### src/rtl/seq_booth_radix4_multiplier_if.sv
// Operand/result handshake bundle for the sequential radix-4 Booth multiplier.
interface seq_booth_radix4_multiplier_if #(
  parameter int unsigned WIDTH = 32
) ();
  logic               in_valid;
  logic               in_ready;
  logic [WIDTH-1:0]   multiplicand;
  logic [WIDTH-1:0]   multiplier;
  logic               signed_mode;
  logic               out_valid;
  logic               out_ready;
  logic [2*WIDTH-1:0] product;

  modport master (
    output in_valid, multiplicand, multiplier, signed_mode, out_ready,
    input  in_ready, out_valid, product
  );

  modport slave (
    input  in_valid, multiplicand, multiplier, signed_mode, out_ready,
    output in_ready, out_valid, product
  );
endinterface

### src/rtl/seq_booth_radix4_multiplier.sv
// Sequential radix-4 Booth multiplier: retires one recoded digit per cycle,
// WIDTH/2+1 cycles per product, valid/ready handshake on both sides.
module seq_booth_radix4_multiplier #(
  parameter int unsigned WIDTH = 32
) (
  input logic                         clk,
  input logic                         rst,
  seq_booth_radix4_multiplier_if.slave bus
);

  localparam int unsigned NumDigits = WIDTH / 2 + 1;
  localparam int unsigned AccW      = 2 * WIDTH + 4;
  localparam int unsigned MplrW     = WIDTH + 3;
  localparam int unsigned CntW      = $clog2(NumDigits);

  typedef enum logic [1:0] {StIdle, StCalc, StDone} state_e;

  state_e             state_q, state_d;
  logic [AccW-1:0]    acc_q, acc_d;
  logic [AccW-1:0]    mcand_q, mcand_d;
  logic [AccW-1:0]    pp;
  logic [MplrW-1:0]   mplr_q, mplr_d;
  logic [CntW-1:0]    cnt_q, cnt_d;
  logic [2*WIDTH-1:0] product_q, product_d;
  logic               a_sign, b_sign;

  // The multiplicand is kept pre-shifted by 2i and the multiplier pre-shifted
  // right by 2i, so the current digit is always mplr_q[2:0].
  always_comb begin
    a_sign = bus.signed_mode & bus.multiplicand[WIDTH-1];
    b_sign = bus.signed_mode & bus.multiplier[WIDTH-1];

    case (mplr_q[2:0])
      3'b001, 3'b010: pp = mcand_q;
      3'b011:         pp = mcand_q << 1;
      3'b100:         pp = -(mcand_q << 1);
      3'b101, 3'b110: pp = -mcand_q;
      default:        pp = '0;
    endcase
  end

  always_comb begin
    state_d   = state_q;
    acc_d     = acc_q;
    mcand_d   = mcand_q;
    mplr_d    = mplr_q;
    cnt_d     = cnt_q;
    product_d = product_q;

    unique case (state_q)
      StIdle: begin
        if (bus.in_valid) begin
          state_d = StCalc;
          acc_d   = '0;
          cnt_d   = '0;
          mcand_d = {{(AccW - WIDTH){a_sign}}, bus.multiplicand};
          // Extra low zero is the implicit b[-1] of the first Booth triplet.
          mplr_d  = {{2{b_sign}}, bus.multiplier, 1'b0};
        end
      end
      StCalc: begin
        acc_d   = acc_q + pp;
        mcand_d = mcand_q << 2;
        mplr_d  = mplr_q >> 2;
        cnt_d   = cnt_q + 1'b1;
        if (cnt_q == CntW'(NumDigits - 1)) begin
          state_d   = StDone;
          product_d = acc_d[2*WIDTH-1:0];
        end
      end
      StDone: begin
        if (bus.out_ready) begin
          state_d = StIdle;
        end
      end
      default: state_d = StIdle;
    endcase
  end

  always_ff @(posedge clk) begin
    if (rst) begin
      state_q   <= StIdle;
      acc_q     <= '0;
      mcand_q   <= '0;
      mplr_q    <= '0;
      cnt_q     <= '0;
      product_q <= '0;
    end else begin
      state_q   <= state_d;
      acc_q     <= acc_d;
      mcand_q   <= mcand_d;
      mplr_q    <= mplr_d;
      cnt_q     <= cnt_d;
      product_q <= product_d;
    end
  end

  assign bus.in_ready  = (state_q == StIdle);
  assign bus.out_valid = (state_q == StDone);
  assign bus.product   = product_q;

endmodule

### src/flat_wrapper.sv
// flat-port wrapper written by rule: the top's interface ports become plain ports
module seq_booth_radix4_multiplier_flat 
#(
  parameter int unsigned WIDTH = 32
)
  (clk, rst, bus_in_valid, bus_multiplicand, bus_multiplier, bus_signed_mode, bus_out_ready, bus_in_ready, bus_out_valid, bus_product);
  seq_booth_radix4_multiplier_if #(.WIDTH(WIDTH)) bus_i ();
  input logic clk;
  input logic rst;
  input wire logic [$bits(bus_i.in_valid)-1:0] bus_in_valid;
  input wire logic [$bits(bus_i.multiplicand)-1:0] bus_multiplicand;
  input wire logic [$bits(bus_i.multiplier)-1:0] bus_multiplier;
  input wire logic [$bits(bus_i.signed_mode)-1:0] bus_signed_mode;
  input wire logic [$bits(bus_i.out_ready)-1:0] bus_out_ready;
  output wire logic [$bits(bus_i.in_ready)-1:0] bus_in_ready;
  output wire logic [$bits(bus_i.out_valid)-1:0] bus_out_valid;
  output wire logic [$bits(bus_i.product)-1:0] bus_product;
  assign bus_i.in_valid = bus_in_valid;
  assign bus_i.multiplicand = bus_multiplicand;
  assign bus_i.multiplier = bus_multiplier;
  assign bus_i.signed_mode = bus_signed_mode;
  assign bus_i.out_ready = bus_out_ready;
  assign bus_in_ready = bus_i.in_ready;
  assign bus_out_valid = bus_i.out_valid;
  assign bus_product = bus_i.product;
  seq_booth_radix4_multiplier #(.WIDTH(WIDTH)) u_core (.clk(clk), .rst(rst), .bus(bus_i));
endmodule
### config.mk
export PLATFORM = sky130hd
export DESIGN_NAME = seq_booth_radix4_multiplier_flat
export DESIGN_NICKNAME = d
export VERILOG_FILES = /design/src/rtl/seq_booth_radix4_multiplier_if.sv /design/src/rtl/seq_booth_radix4_multiplier.sv /design/src/flat_wrapper.sv
export SDC_FILE = /design/constraint.sdc
export NUM_CORES = 1
export LEC_CHECK = 0
export ABC_AREA = 1
export BUFFER_PORTS_ARGS = -buffer_cell sky130_fd_sc_hd__buf_2
export CAP_MARGIN = 20
export CORE_MARGIN = 1.5
export CORE_UTILIZATION = 56
export DETAILED_ROUTE_END_ITERATION = 12
export PLACE_DENSITY = 0.78
export SLEW_MARGIN = 20
export SYNTH_ARGS = -nofsm -noshare
export SYNTH_HDL_FRONTEND = slang
export SYNTH_SLANG_ARGS = --single-unit
### constraint.sdc
create_clock -name clk -period 3.4 [get_ports clk]
set_input_delay 0.34 -clock clk [delete_from_list [all_inputs] [get_ports clk]]
set_output_delay 0.34 -clock clk [all_outputs]
set_load 0.01 [all_outputs]
==> results.cfg, run 1 <==
[yosys]
synth-simple-area-share = 0.302
synth_fp_nets = 2803
share_of_synthesized_area_spent_on_multiplexers = 0
post_synthesis_compound_gate_area_fraction = 0.224
ys_dominant_reg_cell = sky130_fd_sc_hd__dfxtp_1
ys.warnings.count = 0
synthesis.area_sq_um = 16600
async_flop_share = 0
postSynthRegisterBits = 233
combinational_family_with_the_most_area_after_synthesis = simple AND/OR/NAND/NOR gates
number_of_enable_type_register_cells_in_the_synthesized_netlist = 0
syn_avg_cell_area_sq_um = 6.23
yosys.area_share.xor_xnor = 0.0390
seq_area_frac_synth = 0.281
yosysUniqueCellTypes = 45
post_synth_fa_ha_maj_area_fraction = 0.0509
synthCells = 2667

[cts]
cts_inserted_buffers = 27
cts_root_buffer = sky130_fd_sc_hd__clkbuf_16
htree_num_levels = 1
cts_max_path_buffers = 3
numClockSinks = 233

[grt]
globalRouteOverflowTotal = 33
gr-usage-all-layers = 0.822
grt_start_max_net_pins = 135

[timing]
grt_worst_setup_endpoint = u_core.acc_q[50]$_SDFFE_PP0P_/D
worstEndpointType = register input

[outcome]
result_of_the_run = aborted with a tool error
first-error = [ERROR GRT-0232] Routing congestion too high. Check the congestion heatmap in the GUI.
stop_stage = 5_1_grt

[place]
globalplace.congestion = 1.07
io_buffer_count = 134
dp_hpwl_um = 50000
postPlaceCellArea_sq_um = 20700

[die]
die_width_um = 175
die_y_um = 175
io-pin-count = 135
placementRows = 62
start_util = 0.575
per-layer routing:
layer | global-route usage | GRT overflow
met4 | 0.765 | 8
met5 | 0.534 | 0
met2 | 0.939 | 12
met1 | 0.835 | 1
met3 | 0.722 | 12
Yosys cell counts, drive strengths merged, types with 8 or more instances:
master / count / area [sq um]
nor2: 319 / 1240
inv: 342 / 1280
xor2: 68 / 596
nand4: 31 / 194
a221o: 14 / 140
nand3: 141 / 723
nand2: 679 / 2560
dfxtp: 233 / 4660
o221ai: 55 / 482
buf: 24 / 104
o21bai: 44 / 330
or2: 12 / 75.1
a21oi: 236 / 1180
a21o: 14 / 105
clkbuf: 86 / 323
o2111ai: 18 / 158
nand3b: 9 / 67.6
nor3: 21 / 110
o21ai: 173 / 866
ha: 66 / 826
o21a: 8 / 60.1
o22ai: 24 / 150
a221oi: 11 / 96.3
cells by family after synthesis:
group / Yosys count
and+or+nand+nor: 1221
AOI/OAI and AO/OA: 619
buffers and inverters: 453
DFF: 233
xor gates and xnor gates: 74
adders and majority gates: 67
stage by stage:
step / utilization / TNS (ns) / worst slack (ns) / std cells
after floorplan: - / 0 / 0.173 / 2667
after global placement: 0.717 / -44.69 / -0.769 / 3509
after detailed placement: 0.717 / -50.61 / -0.732 / 3509
after CTS: 0.821 / -20.84 / -0.323 / 3600
repair_timing:
action                     CTS
gates cloned                 0
buffers inserted            45
pin swaps                  121
hold buffers                 0
setup endpoints to repair  109
resized for setup          469
==> inputs of run 2 (changes only) <==
--- a/config.mk
+++ b/config.mk
@@ -9,9 +9,9 @@
 export BUFFER_PORTS_ARGS = -buffer_cell sky130_fd_sc_hd__buf_2
 export CAP_MARGIN = 20
 export CORE_MARGIN = 1.5
-export CORE_UTILIZATION = 56
+export CORE_UTILIZATION = 40
 export DETAILED_ROUTE_END_ITERATION = 12
-export PLACE_DENSITY = 0.78
+export PLACE_DENSITY_LB_ADDON = 0.15
 export SLEW_MARGIN = 20
 export SYNTH_ARGS = -nofsm -noshare
 export SYNTH_HDL_FRONTEND = slang
==> constraint.sdc (replaced) <==
create_clock -name clk -period 4.4 [get_ports clk]
set_input_delay 0.44 -clock clk [delete_from_list [all_inputs] [get_ports clk]]
set_output_delay 0.44 -clock clk [all_outputs]
set_load 0.01 [all_outputs]
==> run 2 against run 1 <==
- the flow now finishes without violations
- synthesized cell count unchanged
- area after synthesis unchanged
==> results.cfg, run 2 <==
[outcome]
result_of_the_run = complete, no violations

[detailed_routing]
drc = 0
drt-total-wl_um = 64400
avgViaCountPerCell = 5.47
vias = 18400
drt_iter0_drc = 1648
detail-route-antenna-nets = 0
route.detailed.wl_per_inst_um = 19.1
number_of_optimization_iterations_in_the_first_detailed_route_pass = 8

[grt]
grt_first_pass_wirelength_um = 97500
globalRouteOverflowTotal = 0
gr-usage-all-layers = 0.295
first_global_vias = 17100
antenna_found_initial = 2
grt_start_max_net_pins = 135

[die]
start_util = 0.406
die_y_um = 207
io-pin-count = 135
floorplan.die_area_sq_um = 42800
die_width_um = 207
placementRows = 74
design.core.area_sq_um = 40900

[timing]
timing.slew.headroom = 0.298
setup_viol = 0
layout_worst_path_cycle_share = 0.960
worst_clock_skew_ns = 0.0204
timing.final.crit_period_ns = 4.22
setup-tns-final_ns = 0
transition_time_at_the_pin_with_the_least_slew_margin_ns = 1.05
hold_violations = 0
timing.final.max_slew_violations = 0
final.hold.worst_slack_ns = 0.116
achievable-frequency_ghz = 0.237

[pwr]
worst_ir_drop_vdd_v = 0.000265
internal_power_mw = 4.22
pwr-share-comb = 0.263
cellLeakagePower_nw = 8.94
p_per_area_nw_per_um2 = 330
report.power.total_mw = 6.43
p_sw_frac = 0.344
reg_power_frac = 0.356
power_switching_mw = 2.21
clock_power_share = 0.381

[yosys]
ys_dominant_reg_cell = sky130_fd_sc_hd__dfxtp_1
synth_most_common_cell = sky130_fd_sc_hd__nand2_1
seq_area_frac_synth = 0.281
synth.top_cell.area_share = 0.281
synth-simple-area-share = 0.302
share_of_synthesized_area_spent_on_multiplexers = 0
yosys.area_share.xor_xnor = 0.0390
yosysUniqueCellTypes = 45
post_synth_main_area_contributors = sky130_fd_sc_hd__dfxtp_1 (28%), sky130_fd_sc_hd__nand2_1 (15%), sky130_fd_sc_hd__inv_1 (7.7%)
async_flop_share = 0
netlist_top_cells_count = sky130_fd_sc_hd__nand2_1 (676), sky130_fd_sc_hd__inv_1 (339), sky130_fd_sc_hd__nor2_1 (306)
synthesis.area_sq_um = 16600
postSynthRegisterBits = 233
library_cell_with_the_largest_summed_area_after_synthesis = sky130_fd_sc_hd__dfxtp_1
ys.warnings.count = 0
post_synthesis_compound_gate_area_fraction = 0.224
synthCells = 2667
syn_avg_cell_area_sq_um = 6.23
number_of_enable_type_register_cells_in_the_synthesized_netlist = 0
synth_fp_nets = 2803
combinational_family_with_the_most_area_after_synthesis = simple AND/OR/NAND/NOR gates
post_synth_fa_ha_maj_area_fraction = 0.0509

[place]
dp_hpwl_um = 49200
io_buffer_count = 134
postPlaceCellArea_sq_um = 18200
globalplace.congestion = 0.976

[cts]
cts_max_path_buffers = 3
path_clk_slew_ns = 0.06
cts_hold_repair.buffers = 0
htree_num_levels = 1
cts_root_buffer = sky130_fd_sc_hd__clkbuf_16
skew_pair_late_insertion_delay_ns = 0.59
cts_inserted_buffers = 28
numClockSinks = 233
tritoncts_clock_tree = built

[setup_path]
cp_data_arrival_time_ns = 4.70
cp-end-kind = flop
reg2reg_setup_slack_ns = 0.18
path_max_fanout = 5
startpoint_type = flop
worst_ep_required_time_ns = 4.87
crit_type = flop to flop

[cells_and_area]
total_non_filler_cell_area_in_the_finished_layout_sq_um = 19500
post_route_cells_drive_above_1_share = 0.128
areaGrowthSynthToFinish_pct = 17.3
mostFrequentLayoutCells = sky130_fd_sc_hd__nand2_1 (673), sky130_fd_sc_hd__inv_1 (335), sky130_fd_sc_hd__nor2_1 (283), sky130_fd_sc_hd__dfxtp_1 (233), sky130_fd_sc_hd__a21oi_1 (229)
mostFrequentLayoutCell = sky130_fd_sc_hd__nand2_1
final_net_count = 2951

[run]
max_cap_violations = 0

[min_path]
worstHoldPathType = primary input to flop
-- run 2: cell counts after synthesis --
Identical to the previous run, type by type.
-- run 2: through the flow --
step           std cells  utilization  setup slack, ns
6_report            3369        0.477            0.177
5_1_grt             3368        0.477          -0.0561
4_1_cts             3351        0.469          0.00303
3_5_place_dp        3301        0.445          -0.0202
3_3_place_gp        3301        0.445          -0.0889
2_1_floorplan       2667            -             1.17
-- run 2: what timing repair did --
action                     4_1_cts  5_1_grt
gates resized for setup          2       66
pin swaps                        0       22
setup buffers                    0       16
setup endpoints to repair        5       68
-- run 2: layout make-up --
type / count / area [sq um]
inverters: 343 / 1290
flip-flops and latches: 233 / 4660
multi-input cells: 1981 / 10500
fillers: 4289 / 21400
diodes: 2 / 5.00
clock buffers: 40 / 816
clock inverters: 10 / 145
repair buffers: 228 / 1430
well taps: 532 / 666
-- run 2: cell families after synthesis --
group / Yosys count
xor+xnor: 74
flops: 233
fa+ha+maj: 67
compound gates: 619
buf+inv: 453
simple gates: 1221
-- run 2: worst paths after layout --
check,to,depth (start not counted),from
worst max register to register,u_core.bus.product[62]$_SDFFE_PP0P_,26,u_core.mcand_q[0]$_SDFFE_PP0P_
worst min register to register,u_core.bus.product[6]$_SDFFE_PP0P_,2,u_core.bus.product[6]$_SDFFE_PP0P_
worst min-delay path,u_core.mcand_q[8]$_SDFFE_PP0P_,3,bus_multiplicand[8]
worst max-delay path,u_core.bus.product[62]$_SDFFE_PP0P_,26,u_core.mcand_q[0]$_SDFFE_PP0P_
-- run 2: power groups by stage --
stage               logic (mW)  clock network [mW]  registers, mW
detailed placement        1.59                   0           2.33
CTS                       1.60                2.50           2.29
global route              1.85                2.57           2.30
floorplan                 1.03                   0           2.31
global placement          1.59                   0           2.33
finish                    1.69                2.45           2.29
-- run 2: worst max-delay path, cell delays in order, from the launching register on --
cell                        delay [ns]
sky130_fd_sc_hd__dfxtp_1          0.33
sky130_fd_sc_hd__inv_2            0.12
sky130_fd_sc_hd__ha_4             0.21
sky130_fd_sc_hd__nand3_2          0.11
sky130_fd_sc_hd__inv_1            0.13
sky130_fd_sc_hd__nand2_1          0.11
sky130_fd_sc_hd__nor2_1           0.13
sky130_fd_sc_hd__and3_1           0.26
sky130_fd_sc_hd__nand4_1          0.18
sky130_fd_sc_hd__nor2_1           0.15
sky130_fd_sc_hd__nand2_1          0.08
sky130_fd_sc_hd__nand3_1          0.08
sky130_fd_sc_hd__o2111ai_1        0.22
sky130_fd_sc_hd__ha_2             0.49
sky130_fd_sc_hd__nand2_1          0.12
sky130_fd_sc_hd__nor2_1           0.15
sky130_fd_sc_hd__inv_1            0.07
sky130_fd_sc_hd__nor3_1           0.13
sky130_fd_sc_hd__inv_1            0.11
sky130_fd_sc_hd__o21ai_0          0.38
sky130_fd_sc_hd__a21oi_1          0.16
sky130_fd_sc_hd__nand2_1          0.10
sky130_fd_sc_hd__nand2_1          0.06
sky130_fd_sc_hd__nand2_1          0.07
sky130_fd_sc_hd__nand2_1          0.05
sky130_fd_sc_hd__nand2_1          0.08
sky130_fd_sc_hd__inv_1            0.04
-- run 2: layer usage --
metal / wire length [um] / vias up / GRT usage
met5: 13 / - / 0
met4: 2340 / 2 / 0.105
met3: 3900 / 111 / 0.0345
met2: 28000 / 641 / 0.458
met1: 30200 / 8552 / 0.420
li1: - / 9117 / -
Power figures use the tool's default switching activity.
